File: config.mk
export PLATFORM = sky130hd
export DESIGN_NAME = dmem_bridge
export DESIGN_NICKNAME = d
export VERILOG_FILES = /design/src/rtl/dmem_pkg.sv /design/src/rtl/dmem_timeout_ctr.sv /design/src/rtl/dmem_bridge.sv
export SDC_FILE = /design/constraint.sdc
export NUM_CORES = 1
export LEC_CHECK = 0
export ABC_AREA = 1
export CORE_MARGIN = 1.5
export CORE_UTILIZATION = 39
export CTS_CLUSTER_DIAMETER = 30
export DETAILED_ROUTE_END_ITERATION = 8
export GPL_TIMING_DRIVEN = 0
export HOLD_SLACK_MARGIN = 0.12
export PLACE_DENSITY = 0.76
export SLEW_MARGIN = 0
export SYNTH_ARGS = -nofsm -noshare
export SYNTH_HDL_FRONTEND = slang
export SYNTH_SLANG_ARGS = --single-unit
File: constraint.sdc
create_clock -name clk_i -period 1.6 [get_ports clk_i]
set_input_delay 0.16 -clock clk_i [delete_from_list [all_inputs] [get_ports clk_i]]
set_output_delay 0.16 -clock clk_i [all_outputs]
set_load 0.02 [all_outputs]
File: src/rtl/dmem_pkg.sv
// dmem_bridge shared types: FSM states, error causes, access sizes.
package dmem_pkg;

   typedef enum logic [1:0] {
      IDLE,
      WAIT,
      DONE
   } dmem_state_t;

   // Error cause of the last transaction; ERR_NONE means a clean completion.
   typedef enum logic [2:0] {
      ERR_NONE,
      ERR_MISALIGN,
      ERR_BUSERR,
      ERR_TIMEOUT,
      ERR_RDWR
   } dmem_err_t;

   localparam logic [1:0] SIZE_BYTE = 2'd0;
   localparam logic [1:0] SIZE_HALF = 2'd1;
   localparam logic [1:0] SIZE_WORD = 2'd2;

   function automatic logic misaligned(input logic [1:0] size,
                                       input logic [1:0] lsb);
      return ((size == SIZE_WORD) && (lsb != 2'b00)) ||
             ((size == SIZE_HALF) && lsb[0]);
   endfunction

endpackage

File: src/rtl/dmem_timeout_ctr.sv
// Saturating 8-bit WAIT-cycle counter; expired on the last allowed cycle.
module dmem_timeout_ctr #(
   parameter int unsigned TIMEOUT_CYCLES = 64
) (
   input  logic clk_i,
   input  logic reset_i,
   input  logic clear,
   input  logic enable,
   output logic expired
);

   localparam logic [7:0] LAST = 8'(TIMEOUT_CYCLES - 1);

   logic [7:0] cnt_q;

   always_ff @(posedge clk_i) begin
      if (reset_i || clear)
         cnt_q <= '0;
      else if (enable && (cnt_q != 8'hFF))
         cnt_q <= cnt_q + 8'd1;
   end

   assign expired = (cnt_q == LAST);

endmodule

File: src/rtl/dmem_bridge.sv
// mem_stage to req/ack data bus bridge: stalls the pipeline while a
// transaction is in flight and flags misalign/bus error/timeout/rd+wr.
module dmem_bridge
   import dmem_pkg::*;
#(
   parameter int unsigned TIMEOUT_CYCLES = 64,
   parameter logic [31:0] ERR_RDATA      = 32'hDEAD_BEEF
) (
   input  logic        clk_i,
   input  logic        reset_i,
   input  logic [31:0] daddr_i,
   input  logic [31:0] dwdata_i,
   input  logic [1:0]  dsize_i,
   input  logic [3:0]  dbe_i,
   input  logic        drd_i,
   input  logic        dwr_i,
   output logic [31:0] drdata_o,
   output logic        mem_stall_o,
   output logic        dmem_err_o,
   output logic        bus_req_o,
   output logic        bus_we_o,
   output logic [31:0] bus_addr_o,
   output logic [31:0] bus_wdata_o,
   output logic [3:0]  bus_be_o,
   input  logic        bus_ack_i,
   input  logic        bus_err_i,
   input  logic [31:0] bus_rdata_i
);

   dmem_state_t state_q, state_d;
   dmem_err_t   cause_q, cause_d;
   logic [31:0] rdata_q, rdata_d;
   logic        we_q;
   logic [31:0] addr_q;
   logic [31:0] wdata_q;
   logic [3:0]  be_q;
   logic        request;
   logic        latch;
   logic        in_wait;
   logic        expired;

   assign request = drd_i | dwr_i;
   assign in_wait = (state_q == WAIT);

   dmem_timeout_ctr #(
      .TIMEOUT_CYCLES(TIMEOUT_CYCLES)
   ) u_timeout (
      .clk_i  (clk_i),
      .reset_i(reset_i),
      .clear  (!in_wait),
      .enable (in_wait),
      .expired(expired)
   );

   always_comb begin
      state_d = state_q;
      cause_d = cause_q;
      rdata_d = rdata_q;
      latch   = 1'b0;
      unique case (state_q)
         IDLE: begin
            if (request) begin
               latch = 1'b1;
               if (misaligned(dsize_i, daddr_i[1:0])) begin
                  state_d = DONE;
                  cause_d = ERR_MISALIGN;
                  if (!dwr_i)
                     rdata_d = ERR_RDATA;
               end else begin
                  state_d = WAIT;
                  cause_d = (drd_i && dwr_i) ? ERR_RDWR : ERR_NONE;
               end
            end
         end
         WAIT: begin
            // Slave error wins over a simultaneous ack.
            if (bus_err_i) begin
               state_d = DONE;
               cause_d = ERR_BUSERR;
               if (!we_q)
                  rdata_d = ERR_RDATA;
            end else if (bus_ack_i) begin
               state_d = DONE;
               if (!we_q)
                  rdata_d = bus_rdata_i;
            end else if (expired) begin
               state_d = DONE;
               cause_d = ERR_TIMEOUT;
               if (!we_q)
                  rdata_d = ERR_RDATA;
            end
         end
         DONE:    state_d = IDLE;
         default: state_d = IDLE;
      endcase
   end

   always_ff @(posedge clk_i) begin
      if (reset_i) begin
         state_q <= IDLE;
         cause_q <= ERR_NONE;
         rdata_q <= '0;
      end else begin
         state_q <= state_d;
         cause_q <= cause_d;
         rdata_q <= rdata_d;
      end
   end

   // rd+wr together is issued as a write.
   always_ff @(posedge clk_i) begin
      if (reset_i) begin
         we_q    <= 1'b0;
         addr_q  <= '0;
         wdata_q <= '0;
         be_q    <= '0;
      end else if (latch) begin
         we_q    <= dwr_i;
         addr_q  <= {daddr_i[31:2], 2'b00};
         wdata_q <= dwdata_i;
         be_q    <= dwr_i ? dbe_i : 4'b0000;
      end
   end

   assign bus_req_o   = in_wait;
   assign bus_we_o    = in_wait & we_q;
   assign bus_addr_o  = in_wait ? addr_q : '0;
   assign bus_wdata_o = in_wait ? wdata_q : '0;
   assign bus_be_o    = in_wait ? be_q : '0;
   assign mem_stall_o = in_wait | ((state_q == IDLE) & request);
   assign dmem_err_o  = (state_q == DONE) && (cause_q != ERR_NONE);
   assign drdata_o    = rdata_q;

endmodule

* After elaboration in Yosys (flattened, before gate mapping)
Index checks and enable logic that the tools add are counted.
Cells by class: equal/unequal tests 13, reduce and logical (&&, ||, !) cells 15, add/sub/neg operators 1, multiplexer cells 28, bitwise operators 4
Operators with widths (count):
- $mux 32 | 10
- $pmux 32 s2 | 1
- $mux 3 | 6
- $mux 2 | 5
- $add 8x1->8 const B | 1
- $eq 8x6->1 const B | 1
- $mux 4 | 2
- $ne 8x8->1 const B | 1
- $ne 2x2->1 const B | 3
- $pmux 3 s2 | 1
- $reduce_and 6->1 | 1
- $logic_and 1x1->1 | 5
- $eq 2x1->1 const B | 2
- $eq 2x2->1 const B | 2
- $ne 4x3->1 const B | 1
- $ne 4x4->1 const B | 1
- $pmux 2 s2 | 1
- $reduce_and 4->1 | 1
- $reduce_bool 2->1 | 2
- $ne 3x2->1 const B | 1
- $ne 3x3->1 const B | 1
- $reduce_bool 3->1 | 1
- $and 1x1->1 | 2
- $logic_not 2->1 | 1
- other kinds (5) | 8
Storage, ports and cells: word-level logic and storage cells 69, register bits after elaboration 112

* Longest topological paths before layout
Gate-level depths: netlist of the first run.
depth after elaboration 6, gate-level depth with buffers 11, mapped depth without buffers 10

* By module
A second synthesis of the first run with hierarchy kept.
Second synthesis, totals: cell total of the unflattened synthesis 825, area, all modules 5382.7 um^2
By module, submodules not included:
- dmem_bridge | instances 1, seq. area each 2082.0 um^2, cells an instance 755, area each 4913.5 um^2
- dmem_timeout_ctr | instances 1, seq. area each 160.2 um^2, cells an instance 70, area each 469.2 um^2

* Worst setup path before layout of the first run
OpenSTA, ideal clock, no wires.
kind flip-flop to flip-flop, start point register u_timeout.cnt_q[0], end point register rdata_q[17] (netlist: drdata_o[17]), arrival 1.395 ns, cell stages (with the launch flop) 12, period minus slack after synthesis 1.508 ns, buffers on the path 1, setup slack 0.092 ns, cells stage by stage dfxtp_1 ha_1 nand3_1 inv_1 nand2_1 nand3_2 nand2_2 nor2_4 buf_6 nand2_1 nand2_1 nor2_1
On the way: cells in the longest elaborated chain, start to end 3
Ends and longest elaborated chain:
- from (decl) | RTL line dmem_timeout_ctr.sv:14 | logic [7:0] cnt_q;
- from (signal assigned) | RTL line dmem_timeout_ctr.sv:20 | cnt_q <= cnt_q + 8'd1;
- $eq 8x6->1 | RTL line dmem_timeout_ctr.sv:23 | assign expired = (cnt_q == LAST);
- $ne 4x3->1 (no line)
- $reduce_and 6->1 (no line)
- to (signal assigned) | RTL line dmem_bridge.sv:106 | rdata_q <= rdata_d;
- to (decl) | RTL line dmem_bridge.sv:32 | logic [31:0] rdata_q, rdata_d;
No other way between the ends. A chain may end at the register's enable or synchronous reset.

* Worst setup path in the final report of the first run
start point register state_q[1], end point output bus_wdata_o[19]
On the way: cells in the longest elaborated chain, start to end 2
Ends and longest elaborated chain:
- from (decl) | RTL line dmem_bridge.sv:30 | dmem_state_t state_q, state_d;
- from (signal assigned) | RTL line dmem_bridge.sv:104 | state_q <= state_d;
- $eq 2x1->1 | RTL line dmem_bridge.sv:43 | assign in_wait = (state_q == WAIT);
- $mux 32 | RTL line dmem_bridge.sv:128 | assign bus_wdata_o = in_wait ? wdata_q : '0;
- to (decl) | RTL line dmem_bridge.sv:23 | output logic [31:0] bus_wdata_o,
No other way between the ends.

==> results of run 1 <==
[cells by family (layout without fill, tap and decap cells)]
logic type,after synthesis,in the layout
other,1,2
xor gates and xnor gates,1,1
adders and majority gates,1,1
buffers and inverters,155,413
and+or+nand+nor,313,314
AOI/OAI and AO/OA,195,195
DFF,112,112
[worst paths after layout]
path,startpoint,to,slack (ns),depth (start not counted)
hold reg to reg,wdata_q[20],wdata_q[20],0.46,2
setup / recovery,state_q[1],bus_wdata_o[19],-0.09,7
setup reg to reg,state_q[1],drdata_o[19],-0.01,11
hold / removal,dwr_i,we_q,0.15,3
[per-layer routing]
layer | up-vias | global-route usage (%) | part of all wire [%]
met5 | - | 0 | 0
met4 | 0 | 7.45 | 1.4
met3 | 26 | 7.24 | 8.2
met2 | 217 | 42.0 | 49
met1 | 2686 | 30.2 | 41
li1 | 2961 | - | -
[synthesized netlist by cell type]
master	instances	area [um2]
a21oi_1	87	435
buf_2	14	70.1
buf_1	5	18.8
clkinv_1	1	3.75
nor2_4	2	22.5
o21ai_0	91	455
or2_2	1	6.26
buf_6	4	45.0
conb_1	1	3.75
inv_2	4	15.0
dfxtp_1	112	2240
nand2_4	1	11.3
o21ai_1	3	15.0
o21bai_1	10	75.1
nor2_1	172	646
o21ai_2	1	8.76
nand3_1	33	165
nand3_2	4	40.0
nand2_2	1	6.26
buf_4	2	15.0
ha_1	1	12.5
xnor2_1	1	8.76
a21oi_2	1	8.76
nor2_2	2	12.5
clkbuf_1	26	97.6
nor3_1	7	35.0
inv_1	99	372
a31oi_1	1	6.26
nand2_1	90	338
o211ai_1	1	7.51
[worst max-delay path, delay by kind of cell, from the launching register on]
kind	cells	cell delay (ns)
buffers and inverters	5	0.65
DFF	1	0.37
and+or+nand+nor	2	0.14
[through the flow]
step	setup TNS (ns)	hold WS, ns	utilization (%)
3_5_place_dp	-61.90	0.443	58.4
6_report	-1.09	0.147	69.4
3_3_place_gp	-59.73	0.439	58.4
2_1_floorplan	0	0.326	-
5_1_grt	-5.39	0.162	69.4
4_1_cts	-2.05	0.135	64.8
[registers in the layout, indices dropped and copies added (netlist names)]
name,count
drdata_o,32
wdata_q,32
addr_q,30
u_timeout.cnt_q,8
be_q,4
cause_q,3
state_q,2
we_q,1
[final cells by class]
| class | instances | share of cell area, % |
|---|---|---|
| Timing Repair Buffer | 244 | 28.1 |
| Clock buffer | 10 | 2.69 |
| Inverter | 104 | 4.47 |
| Buffer | 49 | 4.37 |
| Multi-Input combinational cell | 513 | 31.8 |
| Sequential cell | 112 | 25.4 |
| Clock inverter | 6 | 0.746 |
| Tap cell | 172 | 2.42 |
[report_power, final]
part / internal, uW / switching (uW)
logic: 1760 / 2200
registers: 3250 / 235
clock network: 1260 / 1090
[what timing repair did]
item                       4_1_cts  5_1_grt
hold endpoints to repair         5        0
resized for setup              463      145
hold buffers                     2        0
setup endpoints to repair      151      110
pin swaps                        4       11
setup buffers                   18       10
cloned                           6        3
==> flow_summary.json, run 1 <==
{
  "status": "finished, violations left",
  "violations": "setup timing",
  "core.rowCount": 41,
  "critical_path_peak_fanout": 8,
  "die_area_um2": 14000,
  "peakVddDrop_v": 0.000573,
  "period_share_pct": 105,
  "diodes": 0,
  "max_stage_delay_ns": 0.37,
  "setup_violations": 36,
  "syn_area_um2": 5200,
  "wirelength_um": 18200,
  "cts_sinks": 112,
  "place_inst": 1158,
  "cts_root_buf": "clkbuf_16",
  "drt-pass1-iter-count": 4,
  "synth-compound-area-share_pct": 19.5,
  "power_uw": 9800,
  "cts_tree": "yes",
  "synth_top_family_by_area": "simple AND/OR/NAND/NOR gates",
  "rsz0062_at_grt": "true",
  "slew_headroom_pct": 65.9,
  "track_usage_pct": 24.7,
  "syn-instance-count": 778,
  "synth-xor-area-share_pct": 0.168,
  "dpl_cell_area_um2": 7490,
  "drc": 0,
  "syn2layout_area_growth_pct": 71.1,
  "required_ns": 1.44,
  "post-route-min-period_ns": 1.69,
  "final_cell_mix": "clkdlybuf4s50_1 (137), nor2_1 (108), dfxtp_1 (107)",
  "io_buffers": 207,
  "drive_above_1_share_pct": 23.8,
  "gr-total-overflow": 0,
  "cap_violations": 0,
  "drt_iter0_drc": 357,
  "vias_per_cell": 4.87,
  "ios": 212,
  "multi_input_area_um2": 2830,
  "synth-seq-area-share_pct": 43.1,
  "grt_pass1_vias": 5482,
  "p_per_area_nw_per_um2": 1100,
  "synth_mux_area_share_pct": 0,
  "initial_utilization_pct": 40.5,
  "yosys_warnings": 0,
  "dp_hpwl_um": 12000,
  "die_width_um": 118,
  "wl_per_cell_um": 15.0,
  "worstSetupEndpointType": "output port",
  "slowest_stage": "dfxtp_4",
  "gp_congestion": 0.836,
  "critPathKind": "reg -> out",
  "antenna_left": 0,
  "hold_violations": 0,
  "fillers": 1027,
  "ff_latch_area_um2": 2260,
  "grt_max_degree": 19,
  "setup_ws_ns": -0.0863,
  "antenna_found_initial": 0,
  "core_area_um2": 12800,
  "worst_slew_pin_slew_ns": 0.511,
  "cp.arrival_ns": 1.53,
  "postLayoutCellArea_um2": 8890,
  "vias": 5890,
  "dpl_worst_slack_ns": -0.782,
  "hp-class": "in -> reg",
  "p_leak_uw": 0.00362,
  "synthSimpleGateAreaFrac_pct": 24.7,
  "dieHeight_um": 118,
  "clkLatencyLatePin_ns": 0.36,
  "fin_skew_ns": 0.00929,
  "final_common_cell": "clkdlybuf4s50_1",
  "synth_fa_ha_area_share_pct": 0.241,
  "nets": 1142,
  "clkTransAtPathRegs_ns": 0.07,
  "avgSynthCellArea_um2": 6.68,
  "start_kind": "flip-flop",
  "cts_made_buffers": 9,
  "fmax_ghz": 0.593,
  "fin_cells": 1210,
  "yosysUniqueCellTypes": 30,
  "path_cells": "inv_4 -> nand2_8 -> clkbuf_16 -> clkbuf_16 -> buf_6 -> nor2_4 -> buf_6",
  "clockBufferDepth": 2,
  "ys_ff_latch": 112,
  "slew_viol_final": 0,
  "grt_pass1_wl_um": 27900,
  "htreeDepth": 3
}
(Power assumes the default switching activity.)
==> run 2, diff against run 1 <==
--- a/config.mk
+++ b/config.mk
@@ -6,9 +6,10 @@
 export NUM_CORES = 1
 export LEC_CHECK = 0
 export ABC_AREA = 1
-export CORE_MARGIN = 1.5
+export CORE_ASPECT_RATIO = 0.8
 export CORE_UTILIZATION = 39
 export CTS_CLUSTER_DIAMETER = 30
+export CTS_CLUSTER_SIZE = 14
 export DETAILED_ROUTE_END_ITERATION = 8
 export GPL_TIMING_DRIVEN = 0
 export HOLD_SLACK_MARGIN = 0.12
==> run 2 against run 1 <==
Against the previous run:
- the run still ends with setup timing left
- register-to-register slack is essentially flat
- final area down 1.3%
- flip-flop and latch count unchanged
- non-clock buffer count decreased by 14
- clock-buffer cell count did not move
- maximum frequency is 1.9% higher
- cell count fell by 0.99%
- highest routed layer unchanged
==> flow_summary.json, run 2 (synthesis gave the netlist of run 1 again) <==
{
  "drive_above_1_share_pct": 23.4,
  "postLayoutCellArea_um2": 8780,
  "status": "finished, violations left",
  "drt_iter0_drc": 322,
  "cts_sinks": 112,
  "slew_viol_final": 0,
  "fin_util_pct": 68.0,
  "htreeDepth": 3,
  "p_per_area_nw_per_um2": 1090,
  "fin_hold_ws_ns": 0.142,
  "io_buffers": 207,
  "cts_made_buffers": 9,
  "worstSetupEndpointType": "output port",
  "dieHeight_um": 105,
  "clkLatencyLatePin_ns": 0.36,
  "cp.arrival_ns": 1.50,
  "grt_pass1_vias": 5125,
  "drc": 0,
  "wirelength_um": 17600,
  "syn2layout_area_growth_pct": 68.9,
  "die_area_um2": 13800,
  "gr-total-overflow": 0,
  "worst_slew_pin_slew_ns": 0.546,
  "clockBufferDepth": 2,
  "diodes": 0,
  "p_leak_uw": 0.00355,
  "nets": 1127,
  "vias": 5858,
  "cts_root_buf": "clkbuf_16",
  "dp_hpwl_um": 11700,
  "drt-pass1-iter-count": 5,
  "required_ns": 1.44,
  "post-route-min-period_ns": 1.66,
  "final_common_cell": "clkdlybuf4s50_1",
  "tns_ns": -0.972,
  "cts_tree": "yes",
  "core_area_um2": 12900,
  "ios": 212,
  "rsz0062_at_grt": "true",
  "setup_ws_ns": -0.0553,
  "cap_violations": 0,
  "fmax_ghz": 0.604,
  "violations": "setup timing",
  "fillers": 1025,
  "wl_per_cell_um": 14.7,
  "gp_congestion": 0.826,
  "antenna_found_initial": 0,
  "core.rowCount": 37,
  "peakVddDrop_v": 0.000612,
  "start_kind": "flip-flop",
  "setup_violations": 62,
  "ff_latch_area_um2": 2250,
  "antenna_left": 0,
  "grt_max_degree": 20,
  "die_width_um": 131,
  "clkTransAtPathRegs_ns": 0.08,
  "slew_headroom_pct": 63.6,
  "grt_pass1_wl_um": 25300,
  "multi_input_area_um2": 2850,
  "period_share_pct": 103,
  "fin_skew_ns": 0.0107,
  "dpl_cell_area_um2": 7490,
  "hold_violations": 0,
  "track_usage_pct": 23.4,
  "vias_per_cell": 4.89,
  "critPathKind": "reg -> out",
  "initial_utilization_pct": 40.2,
  "power_uw": 9530,
  "hp-class": "in -> reg",
  "critical_path_peak_fanout": 10,
  "final_cell_mix": "clkdlybuf4s50_1 (137), dfxtp_1 (106), nor2_1 (104)"
}
-- run 2: changes by cell type in the layout (fill, tap and decap cells not counted), sizes merged --
cell         delta
buf            -14
bufinv          -1
clkbuf          +1
clkinv          +2
clkinvlp        -2
dlygate4sd3     -1
inv             +1
nor2            -1
-- run 2: layout make-up --
class | instances | share of cell area (%)
timing repair buffer | 229 | 27.0
clock buffer | 10 | 2.61
multi-input combinational | 512 | 32.4
clock inverter | 6 | 0.584
sequential | 112 | 25.7
inverter | 104 | 4.53
buffer | 50 | 4.73
tap | 175 | 2.49
-- run 2: worst max-delay path, cell delays in order, from the launching register on --
cell and delay, ns:
dfxtp_4 0.37, inv_4 0.08, nand2_8 0.08, clkbuf_16 0.19, buf_12 0.16, nor2_4 0.12, buf_6 0.13
-- run 2: per-layer routing --
layer  GRT usage, %  vias up  part of all wire [%]
met5              0        -                     0
met4           5.09        0                   1.6
met3           6.80       28                   8.1
met2           38.9      214                    48
met1           29.8     2682                    42
li1               -     2934                     -
-- run 2: timing repair --
item / in CTS / in global routing
cloned: 3 / 3
setup buffers: 13 / 2
hold buffers: 1 / 0
hold endpoints to repair: 5 / 0
pin swaps: 4 / 5
endpoints found under the setup margin: 145 / 131
resized for setup: 403 / 217
-- run 2: metrics by stage --
stage / cells / worst slack, ns
after global placement: 1161 / -0.769
after floorplan: 779 / 0.0920
final: 1198 / -0.0553
after CTS: 1193 / -0.0319
after detailed placement: 1161 / -0.772
after global routing: 1198 / -0.101
-- run 2: path summary, 6_finish.rpt --
path	from	to	slack [ns]	cells after the start
worst min register to register	wdata_q[31]	wdata_q[31]	0.45	2
worst max-delay path	state_q[1]	bus_addr_o[24]	-0.06	6
worst min-delay path	dwr_i	we_q	0.14	3
worst max register to register	u_timeout.cnt_q[1]	drdata_o[23]	-0.02	12
-- run 2: power breakdown --
part,internal [uW],switching [uW]
Combinational,1690,2160
Sequential,3250,242
Clock,1080,1110
Total,6020,3510
==> run 3, diff against run 2 <==
--- a/config.mk
+++ b/config.mk
@@ -6,6 +6,7 @@
 export NUM_CORES = 1
 export LEC_CHECK = 0
 export ABC_AREA = 1
+export CAP_MARGIN = 20
 export CORE_ASPECT_RATIO = 0.8
 export CORE_UTILIZATION = 39
 export CTS_CLUSTER_DIAMETER = 30
==> constraint.sdc (replaced) <==
create_clock -name clk_i -period 1.6 [get_ports clk_i]
set_input_delay 0.16 -clock clk_i [delete_from_list [all_inputs] [get_ports clk_i]]
set_output_delay 0.16 -clock clk_i [all_outputs]
set_load 0.005 [all_outputs]
==> run 3 against run 2 <==
Against the previous run:
- the flow still finishes with violations (setup timing)
- wire length decreased by 0.69%
- combinational power decreased by 15%
- via count decreased by 0.41%
- hold slack improved by 0.020 ns
- register-to-register slack got worse by 0.18 ns
- global-route usage increased by 0.70 points
- utilization decreased by 3.7 points
- first-iteration DRC count decreased by 2.8%
- maximum frequency decreased by 8.1%
- total power decreased by 5.9%
- largest cell class is now non-clock buffers
- highest routed layer unchanged
==> flow_summary.json, run 3 (synthesis gave the netlist of run 1 again) <==
{
  "status": "finished, violations left",
  "violations": "setup timing",
  "path_cells": "nor2_4 -> buf_4 -> buf_6 -> a21oi_4 -> nand3_4 -> buf_12 -> nor2_4 -> buf_6 -> nand2_1 -> nand2_1 -> nor2_1",
  "clock_power_share_pct": 24.4,
  "slew_headroom_pct": 61.8,
  "cts_root_buf": "clkbuf_16",
  "vias": 5834,
  "setup_violations": 60,
  "initial_utilization_pct": 40.2,
  "fin_skew_ns": 0.00793,
  "drive_above_1_share_pct": 20.6,
  "track_usage_pct": 24.1,
  "dp_hpwl_um": 11700,
  "combPwrFrac_pct": 36.6,
  "p_int_uw": 5960,
  "drc": 0,
  "slew_viol_final": 0,
  "power_uw": 8970,
  "gr-total-overflow": 0,
  "drt-pass1-iter-count": 5,
  "gp_congestion": 0.826,
  "ios": 212,
  "nets": 1137,
  "p_per_area_nw_per_um2": 1080,
  "die_width_um": 131,
  "diodes": 0,
  "start_kind": "flip-flop",
  "slowest_stage": "dfxtp_4",
  "wl_per_cell_um": 14.5,
  "clkLatencyLatePin_ns": 0.35,
  "path_buf_inv": 4,
  "peakVddDrop_v": 0.000632,
  "swShare_pct": 33.5,
  "cap_violations": 0,
  "final_cell_mix": "nor2_1 (147), clkdlybuf4s50_1 (138), dfxtp_1 (106)",
  "cp.arrival_ns": 2.05,
  "core.rowCount": 37,
  "die_area_um2": 13800,
  "power_switching_uw": 3010,
  "htreeDepth": 3,
  "vias_per_cell": 4.83,
  "drt_iter0_drc": 313,
  "wirelength_um": 17500,
  "post-route-min-period_ns": 1.80,
  "dpl_worst_slack_ns": -0.680,
  "rsz0062_at_grt": "true",
  "antenna_left": 0,
  "core_area_um2": 12900,
  "antenna_found_initial": 0,
  "fin_cells": 1208,
  "dieHeight_um": 105,
  "pwr-share-seq_pct": 39.1,
  "cpLargestDelayFamily": "simple AND/OR/NAND/NOR gates",
  "place_inst": 1161,
  "setup_ws_ns": -0.202,
  "critPathKind": "reg -> reg",
  "hold_violations": 0,
  "io_buffers": 207,
  "fin_util_pct": 64.3,
  "tns_ns": -4.22,
  "fmax_ghz": 0.555,
  "worstSetupEndpointType": "flip-flop",
  "grt_pass1_wl_um": 25900,
  "cts_sinks": 112,
  "syn2layout_area_growth_pct": 59.7,
  "hp-class": "in -> reg",
  "clkTransAtPathRegs_ns": 0.08,
  "cts_tree": "yes",
  "final_common_cell": "nor2_1",
  "worst_slew_pin_slew_ns": 0.573,
  "p_leak_uw": 0.00360,
  "critical_path_peak_fanout": 5,
  "required_ns": 1.84,
  "clockBufferDepth": 2,
  "grt_max_degree": 20,
  "max_stage_delay_ns": 0.43,
  "grt_pass1_vias": 5169,
  "period_share_pct": 113,
  "cts_made_buffers": 9
}
## run 3: final cells by class
cell class | count | area, um2
plain buffers | 50 | 412
clock buffers | 10 | 229
clock inverters | 6 | 51.3
fillers | 1148 | 4610
inverters | 104 | 405
multi-input cells | 515 | 2560
flip-flops and latches | 112 | 2250
well taps | 175 | 219
repair buffers | 236 | 2170
## run 3: worst min-delay path, stage by stage
cell,delay (ns)
buf_2,0.16
nand2_1,0.08
a21oi_1,0.06
## run 3: stage by stage
step	instance area, um2	hold WS (ns)
after detailed placement	7490	0.443
after floorplan	5200	0.326
after global routing	8300	0.176
final	8300	0.162
after CTS	8050	0.143
after global placement	7490	0.439
## run 3: power groups by stage
stage,Combinational [uW],Sequential (uW),Clock (uW)
floorplan,1410,3500,0
global placement,2630,3530,0
detailed placement,2660,3540,0
CTS,2970,3490,2210
global route,3590,3560,2320
finish,3280,3500,2190
## run 3: worst paths after layout
check	startpoint	endpoint	slack (ns)	depth (start not counted)
setup / recovery	state_q[0]	drdata_o[3]	-0.20	11
hold / removal	dwr_i	we_q	0.16	3
setup reg to reg	state_q[0]	drdata_o[3]	-0.20	11
hold reg to reg	wdata_q[23]	wdata_q[23]	0.45	2
## run 3: repair_timing
| item | 4_1_cts | 5_1_grt |
|---|---|---|
| setup buffers | 10 | 10 |
| endpoints found under the hold margin | 5 | 0 |
| setup endpoints to repair | 145 | 136 |
| pin swaps | 3 | 16 |
| resized for setup | 298 | 90 |
| hold buffers | 1 | 0 |
| cloned | 8 | 4 |
## run 3: layer usage
layer / track usage [%] / vias to the layer above / part of all wire [%]
li1: - / 2958 / -
met1: 30.3 / 2643 / 43
met2: 40.3 / 222 / 47
met3: 7.31 / 11 / 9.1
met4: 5.09 / 0 / 0.80
met5: 0 / - / 0
